===== src/rtl/weight_buffer_loader.sv =====
// ============================================================================
// Module      : weight_buffer_loader
// Description : Turns a valid/ready stream of 64-bit weight words into write
//               requests for the weight line buffers. Each word is placed in
//               order: bank first, then address, then buffer. The module
//               pulses done together with the last write.
//               Optional bias loading is enabled by WEIGHT_BUFFER_LOADER_BIAS_EN.
// Revision    : 1.0 - initial release
// ============================================================================
`default_nettype none

module weight_buffer_loader #(
  parameter int WEIGHT_BANK_BIT_WIDTH         = 64,
  parameter int WEIGHT_BUFFER_BANK_COUNT      = 8,
  parameter int WEIGHT_LINE_BUFFER_DEPTH      = 512,
  parameter int NUMBER_OF_WEIGHT_LINE_BUFFERS = 6,
  parameter int BIAS_LINE_BUFFER_DEPTH        = 32,
  parameter int BIAS_BUFFER_BANK_COUNT        = 4,
  parameter int BIAS_BANK_BIT_WIDTH           = 64
) (
  input  logic                                          clk,
  input  logic                                          resetn,
  input  logic                                          start,
  input  logic                                          soft_clear,
  input  logic [$clog2(WEIGHT_LINE_BUFFER_DEPTH)-1:0]   cfg_line_count_m1,
  input  logic [$clog2(NUMBER_OF_WEIGHT_LINE_BUFFERS)-1:0] cfg_buffer_count_m1,
`ifdef WEIGHT_BUFFER_LOADER_BIAS_EN
  input  logic [$clog2(BIAS_LINE_BUFFER_DEPTH)-1:0]     cfg_bias_count_m1,
`endif
  input  logic [WEIGHT_BANK_BIT_WIDTH-1:0]              s_data,
  input  logic                                          s_valid,
  output logic                                          s_ready,
  output logic [NUMBER_OF_WEIGHT_LINE_BUFFERS-1:0]      write_port_enable,
  output logic [NUMBER_OF_WEIGHT_LINE_BUFFERS-1:0][WEIGHT_BANK_BIT_WIDTH-1:0]     write_port_data_in,
  output logic [NUMBER_OF_WEIGHT_LINE_BUFFERS-1:0][WEIGHT_BUFFER_BANK_COUNT-1:0]  write_port_wen,
  output logic [NUMBER_OF_WEIGHT_LINE_BUFFERS-1:0][$clog2(WEIGHT_LINE_BUFFER_DEPTH)-1:0] write_port_addr,
`ifdef WEIGHT_BUFFER_LOADER_BIAS_EN
  output logic                                          bias_write_port_enable,
  output logic [BIAS_BANK_BIT_WIDTH-1:0]                bias_write_port_data_in,
  output logic [BIAS_BUFFER_BANK_COUNT-1:0]             bias_write_port_wen,
  output logic [$clog2(BIAS_LINE_BUFFER_DEPTH)-1:0]     bias_write_port_addr,
`endif
  output logic                                          busy,
  output logic                                          done
);

  localparam int LINE_W = $clog2(WEIGHT_LINE_BUFFER_DEPTH);
  localparam int BUF_W  = $clog2(NUMBER_OF_WEIGHT_LINE_BUFFERS);
  localparam int BANK_W = $clog2(WEIGHT_BUFFER_BANK_COUNT);
  localparam logic [WEIGHT_BUFFER_BANK_COUNT-1:0] WEN_ONE = {{(WEIGHT_BUFFER_BANK_COUNT-1){1'b0}}, 1'b1};

`ifdef WEIGHT_BUFFER_LOADER_BIAS_EN
  localparam int BLINE_W = $clog2(BIAS_LINE_BUFFER_DEPTH);
  localparam int BBANK_W = $clog2(BIAS_BUFFER_BANK_COUNT);
  localparam logic [BIAS_BUFFER_BANK_COUNT-1:0] BWEN_ONE = {{(BIAS_BUFFER_BANK_COUNT-1){1'b0}}, 1'b1};
  typedef enum logic [1:0] {IDLE = 2'd0, LOAD_W = 2'd1, LOAD_B = 2'd2, DONE = 2'd3} state_t;
`else
  typedef enum logic [1:0] {IDLE = 2'd0, LOAD_W = 2'd1, DONE = 2'd2} state_t;
`endif

  state_t                  state_q;
  logic                    s_ready_q;
  logic                    busy_q;
  logic                    done_q;
  logic [LINE_W-1:0]       cfg_line_m1_q;
  logic [BUF_W-1:0]        cfg_buf_m1_q;
  logic [BANK_W-1:0]       bank_cnt_q;
  logic [LINE_W-1:0]       line_cnt_q;
  logic [BUF_W-1:0]        buf_cnt_q;

  logic [NUMBER_OF_WEIGHT_LINE_BUFFERS-1:0]                                wp_en_q;
  logic [NUMBER_OF_WEIGHT_LINE_BUFFERS-1:0][WEIGHT_BANK_BIT_WIDTH-1:0]     wp_data_q;
  logic [NUMBER_OF_WEIGHT_LINE_BUFFERS-1:0][WEIGHT_BUFFER_BANK_COUNT-1:0]  wp_wen_q;
  logic [NUMBER_OF_WEIGHT_LINE_BUFFERS-1:0][LINE_W-1:0]                    wp_addr_q;

  // A beat is only taken when ready is up; soft_clear discards it outright.
  logic w_accept;
  logic w_beat_w;
  logic w_bank_last;
  logic w_line_last;
  logic w_buf_last;

  assign w_accept    = s_valid && s_ready_q && !soft_clear;
  assign w_beat_w    = w_accept && (state_q == LOAD_W);
  assign w_bank_last = (bank_cnt_q == BANK_W'(WEIGHT_BUFFER_BANK_COUNT - 1));
  assign w_line_last = (line_cnt_q == cfg_line_m1_q);
  assign w_buf_last  = (buf_cnt_q == cfg_buf_m1_q);

`ifdef WEIGHT_BUFFER_LOADER_BIAS_EN
  logic [BLINE_W-1:0]      cfg_bias_m1_q;
  logic [BBANK_W-1:0]      bias_bank_cnt_q;
  logic [BLINE_W-1:0]      bias_line_cnt_q;
  logic                    bias_en_q;
  logic [BIAS_BANK_BIT_WIDTH-1:0]    bias_data_q;
  logic [BIAS_BUFFER_BANK_COUNT-1:0] bias_wen_q;
  logic [BLINE_W-1:0]      bias_addr_q;
  logic                    w_beat_b;
  logic                    w_bias_bank_last;
  logic                    w_bias_line_last;

  assign w_beat_b         = w_accept && (state_q == LOAD_B);
  assign w_bias_bank_last = (bias_bank_cnt_q == BBANK_W'(BIAS_BUFFER_BANK_COUNT - 1));
  assign w_bias_line_last = (bias_line_cnt_q == cfg_bias_m1_q);
`else
  // Bias parameters only matter when bias loading is built in.
  logic unused_bias_params;
  assign unused_bias_params = (BIAS_LINE_BUFFER_DEPTH + BIAS_BUFFER_BANK_COUNT + BIAS_BANK_BIT_WIDTH) != 0;
`endif

  // Sequencer: config latch, bank/addr/buffer counters and the status outputs.
  always_ff @(posedge clk or negedge resetn) begin
    if (!resetn) begin
      state_q       <= IDLE;
      s_ready_q     <= 1'b0;
      busy_q        <= 1'b0;
      done_q        <= 1'b0;
      cfg_line_m1_q <= '0;
      cfg_buf_m1_q  <= '0;
      bank_cnt_q    <= '0;
      line_cnt_q    <= '0;
      buf_cnt_q     <= '0;
`ifdef WEIGHT_BUFFER_LOADER_BIAS_EN
      cfg_bias_m1_q   <= '0;
      bias_bank_cnt_q <= '0;
      bias_line_cnt_q <= '0;
`endif
    end else begin
      done_q <= 1'b0;
      if (soft_clear) begin
        state_q   <= IDLE;
        s_ready_q <= 1'b0;
        busy_q    <= 1'b0;
      end else begin
        case (state_q)
          IDLE: begin
            if (start) begin
              cfg_line_m1_q <= cfg_line_count_m1;
              cfg_buf_m1_q  <= cfg_buffer_count_m1;
              bank_cnt_q    <= '0;
              line_cnt_q    <= '0;
              buf_cnt_q     <= '0;
`ifdef WEIGHT_BUFFER_LOADER_BIAS_EN
              cfg_bias_m1_q   <= cfg_bias_count_m1;
              bias_bank_cnt_q <= '0;
              bias_line_cnt_q <= '0;
`endif
              state_q       <= LOAD_W;
              s_ready_q     <= 1'b1;
              busy_q        <= 1'b1;
            end
          end
          LOAD_W: begin
            if (w_beat_w) begin
              if (!w_bank_last) begin
                bank_cnt_q <= bank_cnt_q + BANK_W'(1);
              end else begin
                bank_cnt_q <= '0;
                if (!w_line_last) begin
                  line_cnt_q <= line_cnt_q + LINE_W'(1);
                end else begin
                  line_cnt_q <= '0;
                  if (!w_buf_last) begin
                    buf_cnt_q <= buf_cnt_q + BUF_W'(1);
                  end else begin
`ifdef WEIGHT_BUFFER_LOADER_BIAS_EN
                    state_q <= LOAD_B;
`else
                    state_q   <= DONE;
                    s_ready_q <= 1'b0;
                    busy_q    <= 1'b0;
                    done_q    <= 1'b1;
`endif
                  end
                end
              end
            end
          end
`ifdef WEIGHT_BUFFER_LOADER_BIAS_EN
          LOAD_B: begin
            if (w_beat_b) begin
              if (!w_bias_bank_last) begin
                bias_bank_cnt_q <= bias_bank_cnt_q + BBANK_W'(1);
              end else begin
                bias_bank_cnt_q <= '0;
                if (!w_bias_line_last) begin
                  bias_line_cnt_q <= bias_line_cnt_q + BLINE_W'(1);
                end else begin
                  state_q   <= DONE;
                  s_ready_q <= 1'b0;
                  busy_q    <= 1'b0;
                  done_q    <= 1'b1;
                end
              end
            end
          end
`endif
          DONE: begin
            state_q <= IDLE;
          end
          default: begin
            state_q   <= IDLE;
            s_ready_q <= 1'b0;
            busy_q    <= 1'b0;
          end
        endcase
      end
    end
  end

  // Weight write ports: only the buffer addressed by this beat fires; the rest
  // drop enable/wen but keep their last data and address.
  always_ff @(posedge clk or negedge resetn) begin
    if (!resetn) begin
      wp_en_q   <= '0;
      wp_wen_q  <= '0;
      wp_addr_q <= '0;
      wp_data_q <= '0;
    end else begin
      for (int i = 0; i < NUMBER_OF_WEIGHT_LINE_BUFFERS; i++) begin
        if (w_beat_w && (buf_cnt_q == BUF_W'(i))) begin
          wp_en_q[i]   <= 1'b1;
          wp_wen_q[i]  <= WEN_ONE << bank_cnt_q;
          wp_addr_q[i] <= line_cnt_q;
          wp_data_q[i] <= s_data;
        end else begin
          wp_en_q[i]  <= 1'b0;
          wp_wen_q[i] <= '0;
        end
      end
    end
  end

`ifdef WEIGHT_BUFFER_LOADER_BIAS_EN
  // Bias write port: same bank-then-address walk, one cycle after the beat.
  always_ff @(posedge clk or negedge resetn) begin
    if (!resetn) begin
      bias_en_q   <= 1'b0;
      bias_wen_q  <= '0;
      bias_addr_q <= '0;
      bias_data_q <= '0;
    end else if (w_beat_b) begin
      bias_en_q   <= 1'b1;
      bias_wen_q  <= BWEN_ONE << bias_bank_cnt_q;
      bias_addr_q <= bias_line_cnt_q;
      bias_data_q <= s_data;
    end else begin
      bias_en_q  <= 1'b0;
      bias_wen_q <= '0;
    end
  end

  assign bias_write_port_enable  = bias_en_q;
  assign bias_write_port_wen     = bias_wen_q;
  assign bias_write_port_addr    = bias_addr_q;
  assign bias_write_port_data_in = bias_data_q;
`endif

  assign s_ready            = s_ready_q;
  assign busy               = busy_q;
  assign done               = done_q;
  assign write_port_enable  = wp_en_q;
  assign write_port_wen     = wp_wen_q;
  assign write_port_addr    = wp_addr_q;
  assign write_port_data_in = wp_data_q;

endmodule

`default_nettype wire


===== config.mk =====
export PLATFORM = sky130hd
export DESIGN_NAME = weight_buffer_loader
export DESIGN_NICKNAME = d
export VERILOG_FILES = /design/src/rtl/weight_buffer_loader.sv
export SDC_FILE = /design/constraint.sdc
export NUM_CORES = 1
export LEC_CHECK = 0
export ABC_AREA = 1
export CAP_MARGIN = 15
export CORE_MARGIN = 8
export CORE_UTILIZATION = 40
export CTS_CLUSTER_SIZE = 8
export DETAILED_ROUTE_END_ITERATION = 12
export MAX_ROUTING_LAYER = met4
export PLACE_DENSITY = 0.7
export SYNTH_ARGS = -nofsm -noshare
export SYNTH_HDL_FRONTEND = slang
export SYNTH_SLANG_ARGS = --single-unit

===== constraint.sdc =====
create_clock -name clk -period 4.5 [get_ports clk]
set_input_delay 0.45 -clock clk [delete_from_list [all_inputs] [get_ports clk]]
set_output_delay 0.45 -clock clk [all_outputs]
set_load 0.02 [all_outputs]

==> results of run 1 <==
metrics by stage:
step / hold slack, ns / setup slack (ns)
after floorplan: 0.1544 / 2.725
after CTS: 0.3715 / 1.918
after global routing: 0.4167 / 1.632
final: 0.4107 / 1.861
after detailed placement: 0.4717 / 1.380
after global placement: 0.4653 / 1.493
area by class of cell:
type | count | area [um2]
Multi-Input combinational cell | 1113 | 5050
Clock buffer | 81 | 1983
Tap cell | 615 | 769.5
Timing Repair Buffer | 594 | 6006
Sequential cell | 523 | 13090
Fill cell | 3922 | 19850
Clock inverter | 4 | 57.56
Inverter | 114 | 435.4
Antenna cell | 1 | 2.502
tightest hold or removal path, stage by stage:
cell and delay [ns]:
clkdlybuf4s50_1 0.39, nand2_1 0.06, nand2_1 0.05
power groups by stage:
stage / combinational [mW] / clock, mW / sequential [mW]
finish: 1.87 / 4.99 / 5.28
global route: 2.01 / 5.28 / 5.32
CTS: 1.90 / 5.10 / 5.28
detailed placement: 1.88 / 0 / 5.34
global placement: 1.85 / 0 / 5.33
floorplan: 0.421 / 0 / 5.71
cells in the final DEF, fill, tap and decap left out, types with 12 or more instances in the layout:
master	n
clkdlybuf4s50_1	574
nand2_1	530
dfrtp_1	523
o21ai_0	257
o21ai_1	193
inv_1	104
clkbuf_16	78
nor2_1	66
nand3_1	16
ha_1	12
flip-flops by register name, indices dropped and copies added, names as in the netlist:
register / cells
write_port_addr: 54
line_cnt_q: 9
write_port_enable: 6
cfg_buf_m1_q: 3
write_port_data_in: 384
done: 1
cfg_line_m1_q: 9
buf_cnt_q: 3
state_q: 2
write_port_wen: 48
busy: 1
bank_cnt_q: 3
how the worst max path moves through the flow:
stage,start,endpoint,slack (ns),depth (start not counted)
3_5_place_dp,soft_clear,write_port_data_in[223],1.38,7
5_1_grt,buf_cnt_q[2],write_port_data_in[233],1.63,5
6_report,state_q[1],write_port_data_in[138],1.86,6
2_1_floorplan,bank_cnt_q[0],buf_cnt_q[0],2.72,10
4_1_cts,state_q[1],write_port_data_in[138],1.92,6
3_3_place_gp,soft_clear,write_port_data_in[223],1.49,7
routing by layer:
metal	vias up	global-route usage (%)	wire length [um]
met1	7530	27.70	24750
li1	7099	-	-
met4	0	12.37	3202
met2	642	37.88	31080
met3	136	6.109	5334
met5	-	-	0
kinds of logic after synthesis:
group / share of synthesized area [%]
xor gates and xnor gates: 0.3232
and+or+nand+nor: 13.18
DFF: 68.98
buffers and inverters: 4.597
adders and majority gates: 0.7914
AOI/OAI and AO/OA: 12.13
==> impl_metrics.py, run 1 <==
metrics = {
    "floorplanning": {
        "rows": 80,
        "fp.dieH_um": 233.8,
        "ioPinCount": 576,
        "die_w_um": 233.8,
        "coreArea_um2": 47250,
        "initial_core_util_pct": 40.16,
        "design.die.area_um2": 54660,
    },
    "placement": {
        "place_inst": 2958,
        "portBuffers": 575,
        "dp_hpwl_mm": 45.06,
        "gp_congestion": 0.8765,
        "placed_area_um2": 25340,
    },
    "critical_path": {
        "cp.required_ns": 4.99,
        "cp_max_fo": 84,
        "cp_data_arrival_time_ns": 3.13,
        "r2r_cells": 6,
        "r2r_end": "write_port_data_in[138]",
        "reg2reg_from": "state_q[1]",
        "critPathMaxStageDelay_ns": 0.61,
        "cp-start-kind": "flop",
        "path_class": "flop to flop",
        "r2r_slack_ns": 1.86,
        "path_cells": "nor2_8, nand4_4, inv_2, nand3_4, buf_12, o21ai_0",
        "path_buf_inv": 2,
        "end_kind": "flop",
        "cp_slowest_cell": "nand3_4",
        "crit_family": "simple AND/OR/NAND/NOR gates",
    },
    "route": {
        "drt_iter0_drc": 1180,
        "wirelength_mm": 64.37,
        "vias_per_cell": 5.060,
        "via_count": 15410,
        "drc": 0,
        "detail-route-antenna-nets": 0,
        "post_drt_wl_per_cell_um": 21.14,
        "drt_pass1_iterations": 5,
    },
    "logic_synthesis": {
        "synth_top_area_share_pct": 68.98,
        "synth_common_cells": "nand2_1, dfrtp_1, o21ai_0, o21ai_1, inv_1",
        "ys_seq_elements": 523,
        "syn_nets": 1946,
        "ys_types": 27,
        "synth_area_um2": 18970,
        "avgSynthCellArea_um2": 10.24,
        "synthTopCellsByArea": "dfrtp_1, nand2_1, o21ai_0, o21ai_1, inv_1",
        "ys.flop_type": "dfrtp_1",
        "synth.most_common_cell": "nand2_1",
        "async_reset_ff_share_pct": 100.0,
        "syn_inst": 1853,
        "synth_edf_count": 0,
        "synth-seq-area-share_pct": 68.98,
        "yosysWarnings": 0,
        "yosys.area.top_type": "dfrtp_1",
    },
    "power_and_ir_drop": {
        "p_leak_nw": 12.40,
        "switching_share_pct": 26.45,
        "p_switching_mw": 3.209,
        "peakVddDrop_uv": 311.5,
        "intPower_mw": 8.925,
        "power.total_mw": 12.13,
        "powerDensity_nw_per_um2": 443.0,
        "combPwrFrac_pct": 15.4,
        "seqPwrFrac_pct": 43.5,
        "clkPwrFrac_pct": 41.1,
    },
    "global_routing": {
        "grt_pass1_wl_mm": 96.15,
        "grt_usage_pct": 23.76,
        "antenna_found_initial": 1,
        "grt_pass1_vias": 15680,
        "gr-total-overflow": 0,
        "grt_max_degree": 112,
    },
    "run_status": {
        "outcome": "completed",
    },
    "clock_network": {
        "cts_resized": 0,
        "cts-buffers-inserted": 75,
        "insertion_delay_ns": 0.59,
        "cts_hold_buf": 1,
        "clk_pin_slew_worst_paths_ns": 0.05,
        "cts_tree": "done",
        "postCtsSetupBuffers": 0,
        "htreeDepth": 3,
        "numClockSinks": 523,
        "ctsLongestPathBuffers": 3,
        "cts_root_buffer": "clkbuf_16",
    },
    "timing": {
        "fmax_mhz": 378.9,
        "tns_ns": 0,
        "drv_slew": 0,
        "fin_skew_ns": 0.01943,
        "hold_violations": 0,
        "post-route-period-util_pct": 58.65,
        "maxSlewHeadroom_pct": 37.52,
        "rsz0062_at_grt": "no",
        "tightest_slew_ns": 0.9372,
        "fin_crit_ns": 2.639,
        "final-setup-viol-count": 0,
    },
    "cells_and_area": {
        "nets": 2514,
        "final-instance-count-excl-fill": 3045,
        "final_layout_size_suffix_gt1_share_pct": 4.899,
        "final_core_util_pct": 57.98,
        "final_area_um2": 27390,
        "area_growth_pct": 44.38,
    },
    "worst_hold_path": {
        "worstHoldPathType": "input port to flop",
        "hold_path_end": "cfg_buf_m1_q[1]",
        "holdPathStages": 3,
        "min_from": "cfg_buffer_count_m1[1]",
    },
    "job": {
        "maxCapViolations": 0,
    },
}
Power figures use the tool's default switching activity.
==> run 2: changes to the inputs <==
clock period = 2.7 ns   (was 4.5 ns; I/O delays follow)
==> run 2 against run 1 <==
Compared with the run above:
- routed wire length decreased by 0.14%
- final cell count increased by 0.33%
- via count increased by 1.9%
- critical path depth increased by 3
- first-iteration DRC count increased by 1.5%
- highest routed layer unchanged
- flip-flop and latch count unchanged
- clock power increased by 66%
- worst hold slack got worse by 0.19 ns
- count of clock-buffer cells in the layout increased by 1
- global-route usage about the same
- critical path type unchanged
- clock skew about the same
==> impl_metrics.py, run 2 (synthesized netlist as in run 1, its figures left out) <==
metrics = {
    "power_and_ir_drop": {
        "power.total_mw": 20.24,
        "clkPwrFrac_pct": 40.9,
        "powerDensity_nw_per_um2": 734.5,
        "seqPwrFrac_pct": 43.6,
        "p_switching_mw": 5.321,
        "switching_share_pct": 26.30,
        "combPwrFrac_pct": 15.6,
        "intPower_mw": 14.91,
        "peakVddDrop_uv": 492.8,
        "p_leak_nw": 12.50,
    },
    "clock_network": {
        "ctsLongestPathBuffers": 3,
        "cts_root_buffer": "clkbuf_16",
        "insertion_delay_ns": 0.59,
        "clk_pin_slew_worst_paths_ns": 0.05,
        "cts_tree": "done",
        "numClockSinks": 523,
        "cts-buffers-inserted": 75,
        "htreeDepth": 3,
    },
    "route": {
        "drt_iter0_drc": 1198,
        "vias_per_cell": 5.139,
        "drc": 0,
        "wirelength_mm": 64.28,
        "detail-route-antenna-nets": 0,
        "post_drt_wl_per_cell_um": 21.04,
        "via_count": 15700,
        "drt_pass1_iterations": 5,
    },
    "global_routing": {
        "grt_use_met2_pct": 38.94,
        "grt_pass1_vias": 15900,
        "busiest_layer": "met2",
        "grt_max_degree": 99,
        "groute.layer.met3.usage_pct": 5.976,
        "grt_use_met1_pct": 27.66,
        "gr-total-overflow": 0,
        "grt_usage_pct": 23.77,
        "grt_pass1_wl_mm": 96.53,
        "antenna_found_initial": 0,
    },
    "placement": {
        "gp_congestion": 0.8711,
        "placed_area_um2": 25520,
        "pre_cts_ws_ns": 0.3419,
        "portBuffers": 575,
        "dp_hpwl_mm": 45.40,
    },
    "job": {
        "maxCapViolations": 0,
    },
    "cells_and_area": {
        "diodes": 0,
        "fill_cells": 3922,
        "layout_common_cells": "clkdlybuf4s50_1, nand2_1, dfrtp_1",
        "final_core_util_pct": 58.31,
        "area_growth_pct": 45.22,
        "layout_commonest_cell": "clkdlybuf4s50_1",
        "largest_reg_flops": 384,
        "nets": 2527,
        "final_layout_size_suffix_gt1_share_pct": 5.328,
        "final_area_um2": 27550,
    },
    "worst_hold_path": {
        "hold_path_end": "cfg_buf_m1_q[0]",
        "worstHoldPathType": "input port to flop",
        "min_from": "cfg_buffer_count_m1[0]",
        "holdPathStages": 3,
    },
    "timing": {
        "fmax_mhz": 441.5,
        "fin_skew_ns": 0.01911,
        "drv_slew": 0,
        "tns_ns": 0,
        "maxSlewHeadroom_pct": 44.98,
        "final-setup-viol-count": 0,
        "post-route-period-util_pct": 83.89,
        "rsz0062_at_grt": "no",
        "fin_crit_ns": 2.265,
        "tightest_slew_ns": 0.8253,
        "setup_slack_ns": 0.4350,
        "hold_violations": 0,
    },
    "critical_path": {
        "r2r_slack_ns": 0.43,
        "path_class": "flop to flop",
        "r2r_end": "line_cnt_q[2]",
        "cp.required_ns": 3.15,
        "cp-start-kind": "flop",
        "crit_family": "simple AND/OR/NAND/NOR gates",
        "path_buf_inv": 2,
        "cp_max_fo": 10,
        "cp_slowest_cell": "dfrtp_1",
        "critPathMaxStageDelay_ns": 0.40,
        "r2r_cells": 9,
        "end_kind": "flop",
        "reg2reg_from": "bank_cnt_q[0]",
        "path_cells": "ha_1, ha_1, clkinv_1, nand2_1, nand2_1, nor3_2, inv_1, a21oi_1, nor2_1",
        "cp_data_arrival_time_ns": 2.72,
    },
    "floorplanning": {
        "fp.dieH_um": 233.8,
        "rows": 80,
        "coreArea_um2": 47250,
        "die_w_um": 233.8,
        "design.die.area_um2": 54660,
        "initial_core_util_pct": 40.16,
        "ioPinCount": 576,
    },
    "run_status": {
        "outcome": "completed",
    },
}
==> run 2: cell count changes in the layout (fill, tap and decap cells not counted), sizes merged <==
cell    previous run  this run
buf               19        32
clkbuf            81        82
clkinv             7         4
diode              1         0
==> run 2: layout make-up <==
cell class / instances / area (um2) / share of cell area [%]
repair buffers: 607 / 6191 / 22.47
multi-input cells: 1113 / 5050 / 18.33
flip-flops and latches: 523 / 13090 / 47.50
clock buffers: 82 / 2008 / 7.289
clock inverters: 1 / 8.758 / 0.03179
inverters: 114 / 435.4 / 1.580
well taps: 615 / 769.5 / 2.793
==> run 2: power groups by stage <==
| stage | clock network [mW] | registers [mW] | logic (mW) |
|---|---|---|---|
| 2_1_floorplan | 0 | 9.52 | 0.702 |
| 3_3_place_gp | 0 | 8.91 | 3.12 |
| 3_5_place_dp | 0 | 8.93 | 3.17 |
| 4_1_cts | 8.45 | 8.81 | 3.19 |
| 5_1_grt | 8.77 | 8.87 | 3.39 |
| 6_report | 8.27 | 8.82 | 3.15 |
==> run 2: timing repair <==
item	4_1_cts	5_1_grt
gates resized for setup	0	0
setup buffers	0	0
hold buffers	1	0
hold endpoints to repair	49	0
==> run 2: how the worst max path moves through the flow <==
stage / start / endpoint / slack (ns) / depth (start not counted)
6_report: bank_cnt_q[0] / line_cnt_q[2] / 0.43 / 9
4_1_cts: bank_cnt_q[0] / line_cnt_q[2] / 0.45 / 9
3_3_place_gp: soft_clear / write_port_data_in[22] / 0.47 / 8
2_1_floorplan: bank_cnt_q[0] / buf_cnt_q[0] / 0.92 / 10
5_1_grt: bank_cnt_q[0] / line_cnt_q[2] / 0.29 / 9
3_5_place_dp: soft_clear / write_port_addr[8] / 0.34 / 7
==> run 2: routing by layer <==
metal  vias to the layer above  part of all wire, %
met5                         -                    0
met4                         0                  4.1
met3                       137                  8.4
met2                       689                   49
met1                      7757                   39
li1                       7117                    -
==> run 2: worst reg2reg max path, stage by stage, from the launching register on <==
cell and delay (ns):
dfrtp_1 0.40, ha_1 0.21, ha_1 0.16, clkinv_1 0.27
nand2_1 0.14, nand2_1 0.07, nor3_2 0.28, inv_1 0.11
a21oi_1 0.38, nor2_1 0.11
==> run 2: through the flow <==
step / instances / hold WS (ns)
3_3_place_gp: 2971 / 0.2894
6_report: 3055 / 0.2237
4_1_cts: 3055 / 0.1839
5_1_grt: 3055 / 0.2259
2_1_floorplan: 1853 / -0.02559
3_5_place_dp: 2971 / 0.2926
==> run 3: changes to the inputs <==
clock period = 2.1 ns   (was 2.7 ns; I/O delays follow)
==> run 3 against run 2 <==
Compared with the run above:
- utilization is 0.33 points higher
- final cell count rose by 0.46%
- critical path depth is 8 lower
- worst hold slack got worse by 0.066 ns
- count of clock-buffer cells in the layout is the same
- design area up 0.56%
- sequential share of layout area down 0.27 points
- clock skew grew 0.0025 ns
==> impl_metrics.py, run 3 (synthesized netlist as in run 1, its figures left out) <==
metrics = {
    "timing": {
        "tightest_slew_ns": 0.5532,
        "setup_slack_ns": 0.1464,
        "final-setup-viol-count": 0,
        "fmax_mhz": 511.9,
        "fin_hold_ws_ns": 0.1580,
        "tns_ns": 0,
        "post-route-period-util_pct": 93.03,
        "rsz0062_at_grt": "no",
        "drv_slew": 0,
        "hold_violations": 0,
        "fin_skew_ns": 0.02160,
        "maxSlewHeadroom_pct": 63.12,
        "fin_crit_ns": 1.954,
    },
    "clock_network": {
        "cts-buffers-inserted": 75,
        "htreeDepth": 3,
        "insertion_delay_ns": 0.60,
        "clk_pin_slew_worst_paths_ns": 0.05,
        "numClockSinks": 523,
        "cts_root_buffer": "clkbuf_16",
        "ctsLongestPathBuffers": 3,
        "cts_tree": "done",
        "postCtsSetupBuffers": 0,
    },
    "worst_hold_path": {
        "worstHoldPathType": "input port to asynchronous set/reset pin",
    },
    "placement": {
        "dp_hpwl_mm": 46.28,
        "portBuffers": 575,
        "pre_cts_ws_ns": 0.1239,
        "placed_area_um2": 25680,
        "gp_congestion": 0.8842,
    },
    "floorplanning": {
        "rows": 80,
        "ioPinCount": 576,
        "coreArea_um2": 47250,
        "design.die.area_um2": 54660,
        "initial_core_util_pct": 40.16,
        "fp.dieH_um": 233.8,
        "die_w_um": 233.8,
    },
    "route": {
        "post_drt_wl_per_cell_um": 21.21,
        "detail-route-antenna-nets": 0,
        "drt_pass1_iterations": 5,
        "drc": 0,
        "vias_per_cell": 5.097,
        "via_count": 15640,
        "wirelength_mm": 65.09,
        "drt_iter0_drc": 1189,
    },
    "cells_and_area": {
        "largest_reg_flops": 384,
        "area_growth_pct": 46.03,
        "layout_commonest_cell": "clkdlybuf4s50_1",
        "multi_input_area_um2": 5050,
        "nets": 2541,
        "diodes": 0,
        "final_area_um2": 27710,
        "layout_common_cells": "clkdlybuf4s50_1, nand2_1, dfrtp_1",
        "fill_cells": 3901,
        "final_layout_size_suffix_gt1_share_pct": 5.868,
        "regArea_um2": 13090,
    },
    "critical_path": {
        "path_class": "flop to primary output",
        "cp_max_fo": 6,
        "critPathMaxStageDelay_ns": 0.68,
        "path_buf_inv": 1,
        "cp_data_arrival_time_ns": 1.74,
        "cp_slowest_cell": "clkdlybuf4s50_1",
        "path_cells": "clkdlybuf4s50_1",
        "cp-start-kind": "flop",
        "end_kind": "primary output",
        "cp.required_ns": 1.89,
        "crit_family": "buffers and inverters",
    },
    "global_routing": {
        "grt_max_degree": 99,
        "grt_pass1_vias": 15880,
        "gr-total-overflow": 0,
        "antenna_found_initial": 1,
        "grt_usage_pct": 24.11,
        "grt_pass1_wl_mm": 97.57,
    },
    "power_and_ir_drop": {
        "p_leak_nw": 12.58,
        "powerDensity_nw_per_um2": 941.2,
        "peakVddDrop_uv": 587.2,
        "power.total_mw": 26.08,
    },
    "run_status": {
        "outcome": "completed",
    },
    "job": {
        "maxCapViolations": 0,
    },
}
-- run 3: stage by stage --
step	cells	utilization [%]
2_1_floorplan	1853	-
3_3_place_gp	2985	54.35
3_5_place_dp	2985	54.35
4_1_cts	3069	58.64
5_1_grt	3069	58.64
6_report	3069	58.64
-- run 3: cell type report --
cell class,count,area share [%]
Clock inverter,1,0.03161
Sequential cell,523,47.24
Tap cell,615,2.777
Timing Repair Buffer,621,22.91
Inverter,114,1.572
Clock buffer,82,7.248
Multi-Input combinational cell,1113,18.23
-- run 3: power by group --
part	internal [mW]	switching [mW]	total, mW	leakage (nW)
clock network	6.62	4.03	10.7	0.994
registers	10.8	0.487	11.3	7.21
logic	1.73	2.36	4.09	4.37
total	19.2	6.88	26.1	12.6
-- run 3: layer usage --
layer | track usage, % | vias up | wire, um | part of all wire, %
met5 | - | - | 0 | 0
met4 | 10.15 | 0 | 2510 | 3.9
met3 | 6.846 | 124 | 5583 | 8.6
met2 | 38.82 | 625 | 31810 | 49
met1 | 28.32 | 7745 | 25190 | 39
li1 | - | 7150 | - | -
-- run 3: repair_timing --
| action | 4_1_cts | 5_1_grt |
|---|---|---|
| hold buffers | 1 | 0 |
| resized for setup | 0 | 0 |
| hold endpoints to repair | 74 | 0 |
-- run 3: final timing paths --
kind,startpoint,endpoint,slack (ns),depth (start not counted)
worst max-delay path,busy,s_ready,0.15,1
worst min-delay path,resetn,write_port_data_in[234],0.16,2
worst max register to register,state_q[1],write_port_data_in[349],0.19,7
worst min register to register,write_port_data_in[206],write_port_data_in[206],0.48,2
max in group asynchronous,resetn,write_port_wen[11],1.00,4
min in group clk,cfg_buffer_count_m1[1],cfg_buf_m1_q[1],0.16,3
